### config.mk
export PLATFORM = sky130hd
export DESIGN_NAME = axi_master_arb_flat
export DESIGN_NICKNAME = d
export VERILOG_FILES = /design/src/rtl/axi_master_arb_if.sv /design/src/rtl/axi_master_arb.sv /design/src/flat_wrapper.sv
export SDC_FILE = /design/constraint.sdc
export NUM_CORES = 1
export LEC_CHECK = 0
export ABC_CLOCK_PERIOD_IN_PS = 1600
export CORE_AREA = 2 2 159 161
export CTS_CLUSTER_DIAMETER = 150
export DETAILED_ROUTE_END_ITERATION = 8
export DIE_AREA = 0 0 161 163
export PLACE_DENSITY = 0.65
export SYNTH_ARGS = -nofsm -noshare
export SYNTH_HDL_FRONTEND = slang
export SYNTH_SLANG_ARGS = --single-unit
### constraint.sdc
create_clock -name clk_i -period 1.6 [get_ports clk_i]
set_clock_uncertainty 0.2 [all_clocks]
set_input_delay 0.32 -clock clk_i [delete_from_list [all_inputs] [get_ports clk_i]]
set_output_delay 0.32 -clock clk_i [all_outputs]
set_load 0.02 [all_outputs]
### src/rtl/axi_master_arb_if.sv
// Single AXI4 master bus (AR/R/AW/W/B) shared by IFU and LSU.
// The master modport is the arbiter side and the slave modport is the downstream side.
interface axi_master_arb_if #(
   parameter int ADDR_W = 32,
   parameter int DATA_W = 32
);
   logic              arvalid, arready;
   logic [ADDR_W-1:0] araddr;
   logic [3:0]        arid;
   logic [7:0]        arlen;
   logic [2:0]        arsize;
   logic [1:0]        arburst;
   logic              rvalid, rready, rlast;
   logic [DATA_W-1:0] rdata;
   logic [1:0]        rresp;
   logic [3:0]        rid;
   logic              awvalid, awready;
   logic [ADDR_W-1:0] awaddr;
   logic [3:0]        awid;
   logic [7:0]        awlen;
   logic [2:0]        awsize;
   logic [1:0]        awburst;
   logic              wvalid, wready, wlast;
   logic [DATA_W-1:0] wdata;
   logic [DATA_W/8-1:0] wstrb;
   logic              bvalid, bready;
   logic [1:0]        bresp;
   logic [3:0]        bid;

   modport master (
      output arvalid, araddr, arid, arlen, arsize, arburst, rready,
      output awvalid, awaddr, awid, awlen, awsize, awburst,
      output wvalid, wdata, wstrb, wlast, bready,
      input  arready, rvalid, rdata, rresp, rlast, rid,
      input  awready, wready, bvalid, bresp, bid
   );
   modport slave (
      input  arvalid, araddr, arid, arlen, arsize, arburst, rready,
      input  awvalid, awaddr, awid, awlen, awsize, awburst,
      input  wvalid, wdata, wstrb, wlast, bready,
      output arready, rvalid, rdata, rresp, rlast, rid,
      output awready, wready, bvalid, bresp, bid
   );
endinterface

### src/rtl/axi_master_arb.sv
// Single-outstanding, single-beat arbiter sharing one AXI4 master port between IFU reads
// and LSU reads/writes, with fixed priority LSU write > LSU read > IFU read.
module axi_master_arb #(
   parameter int          ADDR_W = 32,
   parameter int          DATA_W = 32,
   parameter logic [3:0]  IFU_ID = 4'h0,
   parameter logic [3:0]  LSU_ID = 4'h1
) (
   input  logic                clk_i,
   input  logic                rst_i,
   input  logic                f_ar_valid_i,
   output logic                f_ar_ready_o,
   input  logic [ADDR_W-1:0]   f_ar_addr_i,
   output logic                f_r_valid_o,
   input  logic                f_r_ready_i,
   output logic [DATA_W-1:0]   f_r_data_o,
   output logic [1:0]          f_r_resp_o,
   input  logic                l_ar_valid_i,
   output logic                l_ar_ready_o,
   input  logic [ADDR_W-1:0]   l_ar_addr_i,
   input  logic [2:0]          l_ar_size_i,
   output logic                l_r_valid_o,
   input  logic                l_r_ready_i,
   output logic [DATA_W-1:0]   l_r_data_o,
   output logic [1:0]          l_r_resp_o,
   input  logic                l_aw_valid_i,
   output logic                l_aw_ready_o,
   input  logic [ADDR_W-1:0]   l_aw_addr_i,
   input  logic [2:0]          l_aw_size_i,
   input  logic [DATA_W-1:0]   l_w_data_i,
   input  logic [DATA_W/8-1:0] l_w_strb_i,
   output logic                l_b_valid_o,
   input  logic                l_b_ready_i,
   output logic [1:0]          l_b_resp_o,
   axi_master_arb_if.master    io_master
);
   typedef enum logic [2:0] {IDLE, F_AR, F_R, L_AR, L_R, L_WR, L_B} state_t;

   state_t              r_state, w_next;
   logic [ADDR_W-1:0]   r_addr;
   logic [2:0]          r_size;
   logic [DATA_W-1:0]   r_wdata;
   logic [DATA_W/8-1:0] r_strb;
   logic                r_aw_done, r_w_done;
   logic                w_unused;

   always_ff @(posedge clk_i) begin
      if (!rst_i) r_state <= IDLE;
      else        r_state <= w_next;
   end

   always_comb begin
      w_next               = r_state;
      f_ar_ready_o         = 1'b0;
      l_ar_ready_o         = 1'b0;
      l_aw_ready_o         = 1'b0;
      f_r_valid_o          = 1'b0;
      l_r_valid_o          = 1'b0;
      l_b_valid_o          = 1'b0;
      io_master.arvalid    = 1'b0;
      io_master.rready     = 1'b0;
      io_master.awvalid    = 1'b0;
      io_master.wvalid     = 1'b0;
      io_master.bready     = 1'b0;
      case (r_state)
         IDLE: if (rst_i) begin
            // Readies are gated by reset so nothing is granted while the core is held.
            if (l_aw_valid_i)      begin l_aw_ready_o = 1'b1; w_next = L_WR; end
            else if (l_ar_valid_i) begin l_ar_ready_o = 1'b1; w_next = L_AR; end
            else if (f_ar_valid_i) begin f_ar_ready_o = 1'b1; w_next = F_AR; end
         end
         F_AR: begin
            io_master.arvalid = 1'b1;
            if (io_master.arready) w_next = F_R;
         end
         L_AR: begin
            io_master.arvalid = 1'b1;
            if (io_master.arready) w_next = L_R;
         end
         F_R: begin
            io_master.rready = f_r_ready_i;
            f_r_valid_o      = io_master.rvalid;
            if (io_master.rvalid && f_r_ready_i) w_next = IDLE;
         end
         L_R: begin
            io_master.rready = l_r_ready_i;
            l_r_valid_o      = io_master.rvalid;
            if (io_master.rvalid && l_r_ready_i) w_next = IDLE;
         end
         L_WR: begin
            io_master.awvalid = !r_aw_done;
            io_master.wvalid  = !r_w_done;
            if ((r_aw_done || io_master.awready) && (r_w_done || io_master.wready))
               w_next = L_B;
         end
         L_B: begin
            io_master.bready = l_b_ready_i;
            l_b_valid_o      = io_master.bvalid;
            if (io_master.bvalid && l_b_ready_i) w_next = IDLE;
         end
         default: w_next = IDLE;
      endcase
   end

   always_ff @(posedge clk_i) begin
      if (!rst_i) begin
         r_addr    <= '0;
         r_size    <= '0;
         r_wdata   <= '0;
         r_strb    <= '0;
         r_aw_done <= 1'b0;
         r_w_done  <= 1'b0;
      end else begin
         if (l_aw_ready_o) begin
            r_addr  <= l_aw_addr_i;
            r_size  <= l_aw_size_i;
            r_wdata <= l_w_data_i;
            r_strb  <= l_w_strb_i;
         end else if (l_ar_ready_o) begin
            r_addr <= l_ar_addr_i;
            r_size <= l_ar_size_i;
         end else if (f_ar_ready_o) begin
            r_addr <= f_ar_addr_i;
            r_size <= 3'b010;
         end
         // ready only matters while the matching valid is up, and valid = !done
         if (r_state == L_WR && w_next == L_WR) begin
            r_aw_done <= r_aw_done | io_master.awready;
            r_w_done  <= r_w_done  | io_master.wready;
         end else begin
            r_aw_done <= 1'b0;
            r_w_done  <= 1'b0;
         end
      end
   end

   assign io_master.araddr  = r_addr;
   assign io_master.arid    = (r_state == F_AR) ? IFU_ID : LSU_ID;
   assign io_master.arlen   = 8'd0;
   assign io_master.arsize  = r_size;
   assign io_master.arburst = 2'b01;
   assign io_master.awaddr  = r_addr;
   assign io_master.awid    = LSU_ID;
   assign io_master.awlen   = 8'd0;
   assign io_master.awsize  = r_size;
   assign io_master.awburst = 2'b01;
   assign io_master.wdata   = r_wdata;
   assign io_master.wstrb   = r_strb;
   assign io_master.wlast   = 1'b1;

   // A response carrying someone else's ID is reported as SLVERR.
   assign f_r_data_o = io_master.rdata;
   assign l_r_data_o = io_master.rdata;
   assign f_r_resp_o = (io_master.rid == IFU_ID) ? io_master.rresp : 2'b10;
   assign l_r_resp_o = (io_master.rid == LSU_ID) ? io_master.rresp : 2'b10;
   assign l_b_resp_o = (io_master.bid == LSU_ID) ? io_master.bresp : 2'b10;
   assign w_unused   = io_master.rlast;
endmodule

### src/flat_wrapper.sv
// flat-port wrapper written by rule: the top's interface ports become plain ports
module axi_master_arb_flat 
#(
   parameter int          ADDR_W = 32,
   parameter int          DATA_W = 32,
   parameter logic [3:0]  IFU_ID = 4'h0,
   parameter logic [3:0]  LSU_ID = 4'h1
)
  (clk_i, rst_i, f_ar_valid_i, f_ar_ready_o, f_ar_addr_i, f_r_valid_o, f_r_ready_i, f_r_data_o, f_r_resp_o, l_ar_valid_i, l_ar_ready_o, l_ar_addr_i, l_ar_size_i, l_r_valid_o, l_r_ready_i, l_r_data_o, l_r_resp_o, l_aw_valid_i, l_aw_ready_o, l_aw_addr_i, l_aw_size_i, l_w_data_i, l_w_strb_i, l_b_valid_o, l_b_ready_i, l_b_resp_o, io_master_arvalid, io_master_araddr, io_master_arid, io_master_arlen, io_master_arsize, io_master_arburst, io_master_rready, io_master_awvalid, io_master_awaddr, io_master_awid, io_master_awlen, io_master_awsize, io_master_awburst, io_master_wvalid, io_master_wdata, io_master_wstrb, io_master_wlast, io_master_bready, io_master_arready, io_master_rvalid, io_master_rdata, io_master_rresp, io_master_rlast, io_master_rid, io_master_awready, io_master_wready, io_master_bvalid, io_master_bresp, io_master_bid);
  axi_master_arb_if #(.ADDR_W(ADDR_W), .DATA_W(DATA_W)) io_master_i ();
  input  logic clk_i;
  input  logic rst_i;
  input  logic f_ar_valid_i;
  output logic f_ar_ready_o;
  input  logic [ADDR_W-1:0] f_ar_addr_i;
  output logic f_r_valid_o;
  input  logic f_r_ready_i;
  output logic [DATA_W-1:0] f_r_data_o;
  output logic [1:0] f_r_resp_o;
  input  logic l_ar_valid_i;
  output logic l_ar_ready_o;
  input  logic [ADDR_W-1:0] l_ar_addr_i;
  input  logic [2:0] l_ar_size_i;
  output logic l_r_valid_o;
  input  logic l_r_ready_i;
  output logic [DATA_W-1:0] l_r_data_o;
  output logic [1:0] l_r_resp_o;
  input  logic l_aw_valid_i;
  output logic l_aw_ready_o;
  input  logic [ADDR_W-1:0] l_aw_addr_i;
  input  logic [2:0] l_aw_size_i;
  input  logic [DATA_W-1:0] l_w_data_i;
  input  logic [DATA_W/8-1:0] l_w_strb_i;
  output logic l_b_valid_o;
  input  logic l_b_ready_i;
  output logic [1:0] l_b_resp_o;
  output wire logic [$bits(io_master_i.arvalid)-1:0] io_master_arvalid;
  output wire logic [$bits(io_master_i.araddr)-1:0] io_master_araddr;
  output wire logic [$bits(io_master_i.arid)-1:0] io_master_arid;
  output wire logic [$bits(io_master_i.arlen)-1:0] io_master_arlen;
  output wire logic [$bits(io_master_i.arsize)-1:0] io_master_arsize;
  output wire logic [$bits(io_master_i.arburst)-1:0] io_master_arburst;
  output wire logic [$bits(io_master_i.rready)-1:0] io_master_rready;
  output wire logic [$bits(io_master_i.awvalid)-1:0] io_master_awvalid;
  output wire logic [$bits(io_master_i.awaddr)-1:0] io_master_awaddr;
  output wire logic [$bits(io_master_i.awid)-1:0] io_master_awid;
  output wire logic [$bits(io_master_i.awlen)-1:0] io_master_awlen;
  output wire logic [$bits(io_master_i.awsize)-1:0] io_master_awsize;
  output wire logic [$bits(io_master_i.awburst)-1:0] io_master_awburst;
  output wire logic [$bits(io_master_i.wvalid)-1:0] io_master_wvalid;
  output wire logic [$bits(io_master_i.wdata)-1:0] io_master_wdata;
  output wire logic [$bits(io_master_i.wstrb)-1:0] io_master_wstrb;
  output wire logic [$bits(io_master_i.wlast)-1:0] io_master_wlast;
  output wire logic [$bits(io_master_i.bready)-1:0] io_master_bready;
  input wire logic [$bits(io_master_i.arready)-1:0] io_master_arready;
  input wire logic [$bits(io_master_i.rvalid)-1:0] io_master_rvalid;
  input wire logic [$bits(io_master_i.rdata)-1:0] io_master_rdata;
  input wire logic [$bits(io_master_i.rresp)-1:0] io_master_rresp;
  input wire logic [$bits(io_master_i.rlast)-1:0] io_master_rlast;
  input wire logic [$bits(io_master_i.rid)-1:0] io_master_rid;
  input wire logic [$bits(io_master_i.awready)-1:0] io_master_awready;
  input wire logic [$bits(io_master_i.wready)-1:0] io_master_wready;
  input wire logic [$bits(io_master_i.bvalid)-1:0] io_master_bvalid;
  input wire logic [$bits(io_master_i.bresp)-1:0] io_master_bresp;
  input wire logic [$bits(io_master_i.bid)-1:0] io_master_bid;
  assign io_master_arvalid = io_master_i.arvalid;
  assign io_master_araddr = io_master_i.araddr;
  assign io_master_arid = io_master_i.arid;
  assign io_master_arlen = io_master_i.arlen;
  assign io_master_arsize = io_master_i.arsize;
  assign io_master_arburst = io_master_i.arburst;
  assign io_master_rready = io_master_i.rready;
  assign io_master_awvalid = io_master_i.awvalid;
  assign io_master_awaddr = io_master_i.awaddr;
  assign io_master_awid = io_master_i.awid;
  assign io_master_awlen = io_master_i.awlen;
  assign io_master_awsize = io_master_i.awsize;
  assign io_master_awburst = io_master_i.awburst;
  assign io_master_wvalid = io_master_i.wvalid;
  assign io_master_wdata = io_master_i.wdata;
  assign io_master_wstrb = io_master_i.wstrb;
  assign io_master_wlast = io_master_i.wlast;
  assign io_master_bready = io_master_i.bready;
  assign io_master_i.arready = io_master_arready;
  assign io_master_i.rvalid = io_master_rvalid;
  assign io_master_i.rdata = io_master_rdata;
  assign io_master_i.rresp = io_master_rresp;
  assign io_master_i.rlast = io_master_rlast;
  assign io_master_i.rid = io_master_rid;
  assign io_master_i.awready = io_master_awready;
  assign io_master_i.wready = io_master_wready;
  assign io_master_i.bvalid = io_master_bvalid;
  assign io_master_i.bresp = io_master_bresp;
  assign io_master_i.bid = io_master_bid;
  axi_master_arb #(.ADDR_W(ADDR_W), .DATA_W(DATA_W), .IFU_ID(IFU_ID), .LSU_ID(LSU_ID)) u_core (.clk_i(clk_i), .rst_i(rst_i), .f_ar_valid_i(f_ar_valid_i), .f_ar_ready_o(f_ar_ready_o), .f_ar_addr_i(f_ar_addr_i), .f_r_valid_o(f_r_valid_o), .f_r_ready_i(f_r_ready_i), .f_r_data_o(f_r_data_o), .f_r_resp_o(f_r_resp_o), .l_ar_valid_i(l_ar_valid_i), .l_ar_ready_o(l_ar_ready_o), .l_ar_addr_i(l_ar_addr_i), .l_ar_size_i(l_ar_size_i), .l_r_valid_o(l_r_valid_o), .l_r_ready_i(l_r_ready_i), .l_r_data_o(l_r_data_o), .l_r_resp_o(l_r_resp_o), .l_aw_valid_i(l_aw_valid_i), .l_aw_ready_o(l_aw_ready_o), .l_aw_addr_i(l_aw_addr_i), .l_aw_size_i(l_aw_size_i), .l_w_data_i(l_w_data_i), .l_w_strb_i(l_w_strb_i), .l_b_valid_o(l_b_valid_o), .l_b_ready_i(l_b_ready_i), .l_b_resp_o(l_b_resp_o), .io_master(io_master_i));
endmodule
==> flow_metrics.env <==
export IMPL_final_cell_mix="clkdlybuf4s50_1, nand2_1, dfxtp_1"
export IMPL_port_buffers=286
export IMPL_clkPwrFrac_pct=30.5
export IMPL_nets=1043
export IMPL_syn_area_mm2=0.004666
export IMPL_total_power_mw=7.317
export IMPL_drt_pre_antenna_iters=6
export IMPL_comb_power_share_pct=39.0
export IMPL_grt_pass1_wl_um=28040
export IMPL_dieArea_mm2=0.02624
export IMPL_wire_per_inst_um=16.64
export IMPL_rsz0062_at_grt="true"
export IMPL_placed_cell_area_mm2=0.007139
export IMPL_core_mm2=0.02467
export IMPL_worstHoldPathCells=3
export IMPL_critPathRequiredTime_ns=1.08
export IMPL_hold_buffers=0
export IMPL_report_final_setup_viol=84
export IMPL_route_vias_total=4954
export IMPL_wl_um=19670
export IMPL_reg2reg_depth=9
export IMPL_ioPinCount=412
export IMPL_synthCells=622
export IMPL_postRouteAntennaNets=0
export IMPL_num_antenna_cells=0
export IMPL_p_seq_share_pct=30.5
export IMPL_end_kind="output pin"
export IMPL_hold_viol=0
export IMPL_grt_pass1_vias=4727
export IMPL_drc=0
export IMPL_ir_drop_mv=0.3595
export IMPL_dpl_hpwl_um=12800
export IMPL_ys_warnings_count=0
export IMPL_crit_path_max_fanout=5
export IMPL_cts_sinks=76
export IMPL_power_internal_mw=4.800
export IMPL_grt_usage_pct=14.27
export IMPL_rows=58
export IMPL_cts_root_buf="clkbuf_16"
export IMPL_gp_congestion=0.7329
export IMPL_cts_buffers=9
export IMPL_viasPerCell=4.191
export IMPL_clkTransAtPathRegs_ns=0.07
export IMPL_worstMarginPinSlew_ns=0.5802
export IMPL_outcome="finished with violations"
export IMPL_ys_seq_elements=76
export IMPL_path_class="reg -> out"
export IMPL_p_sw_share_pct=34.40
export IMPL_first_iter_violations=243
export IMPL_layout_commonest_cell="clkdlybuf4s50_1"
export IMPL_insertion_delay_ns=0.35
export IMPL_ctsHtreeMaxLevel=3
export IMPL_post_route_period_util_pct=122.7
export IMPL_ys_seq_area_share_pct=32.61
export IMPL_min_period_ns=1.964
export IMPL_slew_viol_final=0
export IMPL_avgSynthCellArea_um2=7.501
export IMPL_p_sw_mw=2.517
export IMPL_grt_max_degree=73
export IMPL_antenna_found_initial=0
export IMPL_start_kind="flip-flop"
export IMPL_dieHeight_um=163
export IMPL_finalInstanceArea_mm2=0.008143
export IMPL_die_width_um=161
export IMPL_cap_violations=0
export IMPL_setup_ws_ns=-0.3640
export IMPL_p_leak_nw=3.496
export IMPL_synth_distinct_cells=35
export IMPL_worstPathArrival_ns=1.44
export IMPL_max_freq_mhz=509.2
export IMPL_power_density_mw_per_mm2=898.6
export IMPL_relSlewSlack_pct=61.32
export IMPL_gr_total_overflow=0
export IMPL_final_layout_size_suffix_gt1_share_pct=24.30
export IMPL_start_util_pct=18.91
export IMPL_hp_class="in -> reg"
export IMPL_area_growth_pct=74.52
export IMPL_tritoncts="yes"
export IMPL_clock_path_buffers=2
export IMPL_violations="setup timing"
state kept, by name, summed over array words and instances, names as in the netlist:
register                 flops
u_core.io_master.wstrb       4
u_core.r_w_done              1
u_core.io_master.arsize      3
u_core.io_master.wdata      32
u_core.r_aw_done             1
u_core.io_master.araddr     32
u_core.r_state               3
cell families (layout without fill, tap and decap cells):
group                  after synthesis  after routing  share of synthesized area (%)
buffers and inverters              207            411                          27.92
AOI/OAI and AO/OA                  182            182                          24.65
and+or+nand+nor                    153            153                          14.24
DFF                                 76             76                          32.61
other                                2             28                         0.1610
muxes                                2              2                         0.4291
power groups by stage:
stage / Sequential, mW / Combinational, mW / Clock [mW]
finish: 2.23 / 2.85 / 2.23
global placement: 2.26 / 2.35 / 0
CTS: 2.22 / 2.80 / 2.34
floorplan: 2.45 / 1.31 / 0
detailed placement: 2.26 / 2.37 / 0
global route: 2.26 / 3.05 / 2.41
critical path: stages, from the launching register on:
cell and delay (ns):
dfxtp_4 0.35, nor4b_4 0.26, buf_6 0.17, nand3b_1 0.12
inv_2 0.08, buf_6 0.11
worst paths after layout:
path / to / startpoint / slack [ns]
worst max register to register: u_core.io_master.wstrb[0] / u_core.r_state[1] / -0.34
worst min-delay path: u_core.io_master.araddr[7] / l_aw_valid_i / 0.24
worst max-delay path: l_ar_ready_o / u_core.r_state[1] / -0.36
worst min register to register: u_core.io_master.wdata[16] / u_core.io_master.wdata[16] / 0.25
cell usage after synthesis:
master	number	area share [%]
buf_4	136	22
nand2_1	85	6.8
dfxtp_1	76	33
a21oi_1	67	7.2
nor2_1	41	3.3
inv_1	34	2.7
o21ai_0	33	3.5
a311oi_1	32	6.0
a21boi_1	29	4.7
clkbuf_1	24	1.9
buf_2	12	1.3
a21boi_0	7	1.1
nand3b_1	6	0.97
nor3_1	5	0.54
nor2b_1	4	0.54
o21ai_1	4	0.43
and3_1	3	0.40
a31oi_1	2	0.27
conb_1	2	0.16
mux2i_1	2	0.43
nand2b_1	2	0.27
nand3_1	2	0.21
o221ai_1	2	0.38
a22o_1	1	0.19
a22oi_1	1	0.16
a41oi_1	1	0.19
and2_1	1	0.13
and3b_1	1	0.19
inv_2	1	0.080
nor3b_1	1	0.16
nor4b_1	1	0.19
nor4b_4	1	0.51
o211ai_1	1	0.16
o31a_1	1	0.19
o31ai_1	1	0.16
metrics by stage:
step | setup TNS, ns | hold slack, ns | util (%) | setup WS, ns | std cells
final | -21.33 | 0.2376 | 33.00 | -0.3640 | 1182
after floorplan | -0.2990 | 0.2407 | - | -0.1239 | 648
after global placement | -38.19 | 0.2401 | 28.94 | -0.7850 | 1127
after detailed placement | -39.27 | 0.2445 | 28.94 | -0.7572 | 1127
after global routing | -29.11 | 0.2674 | 33.00 | -0.4304 | 1182
after CTS | -21.34 | 0.2312 | 32.82 | -0.3815 | 1178
repair_timing:
item,CTS,global route
endpoints found under the hold margin,0,0
buffers inserted,25,7
pin swaps,9,10
gates cloned,12,1
setup endpoints to repair,195,143
resized for setup,359,103
routing by layer:
layer / global-route usage (%) / wire [µm] / up-vias / share of wire, %
met4: 5.641 / 631 / 0 / 3.2
met3: 3.845 / 1428 / 42 / 7.3
met1: 16.22 / 7847 / 2255 / 40
met2: 25.42 / 9756 / 254 / 50
met5: 0 / 0 / - / 0
li1: - / - / 2403 / -
area by class of cell:
class	count	area [µm²]
repair buffers	360	3618
clock buffers	10	239.0
inverters	35	131.4
flip-flops and latches	76	1533
clock inverters	6	70.07
fillers	2634	16530
multi-input cells	365	2138
well taps	330	412.9
Power figures use the tool's default switching activity.
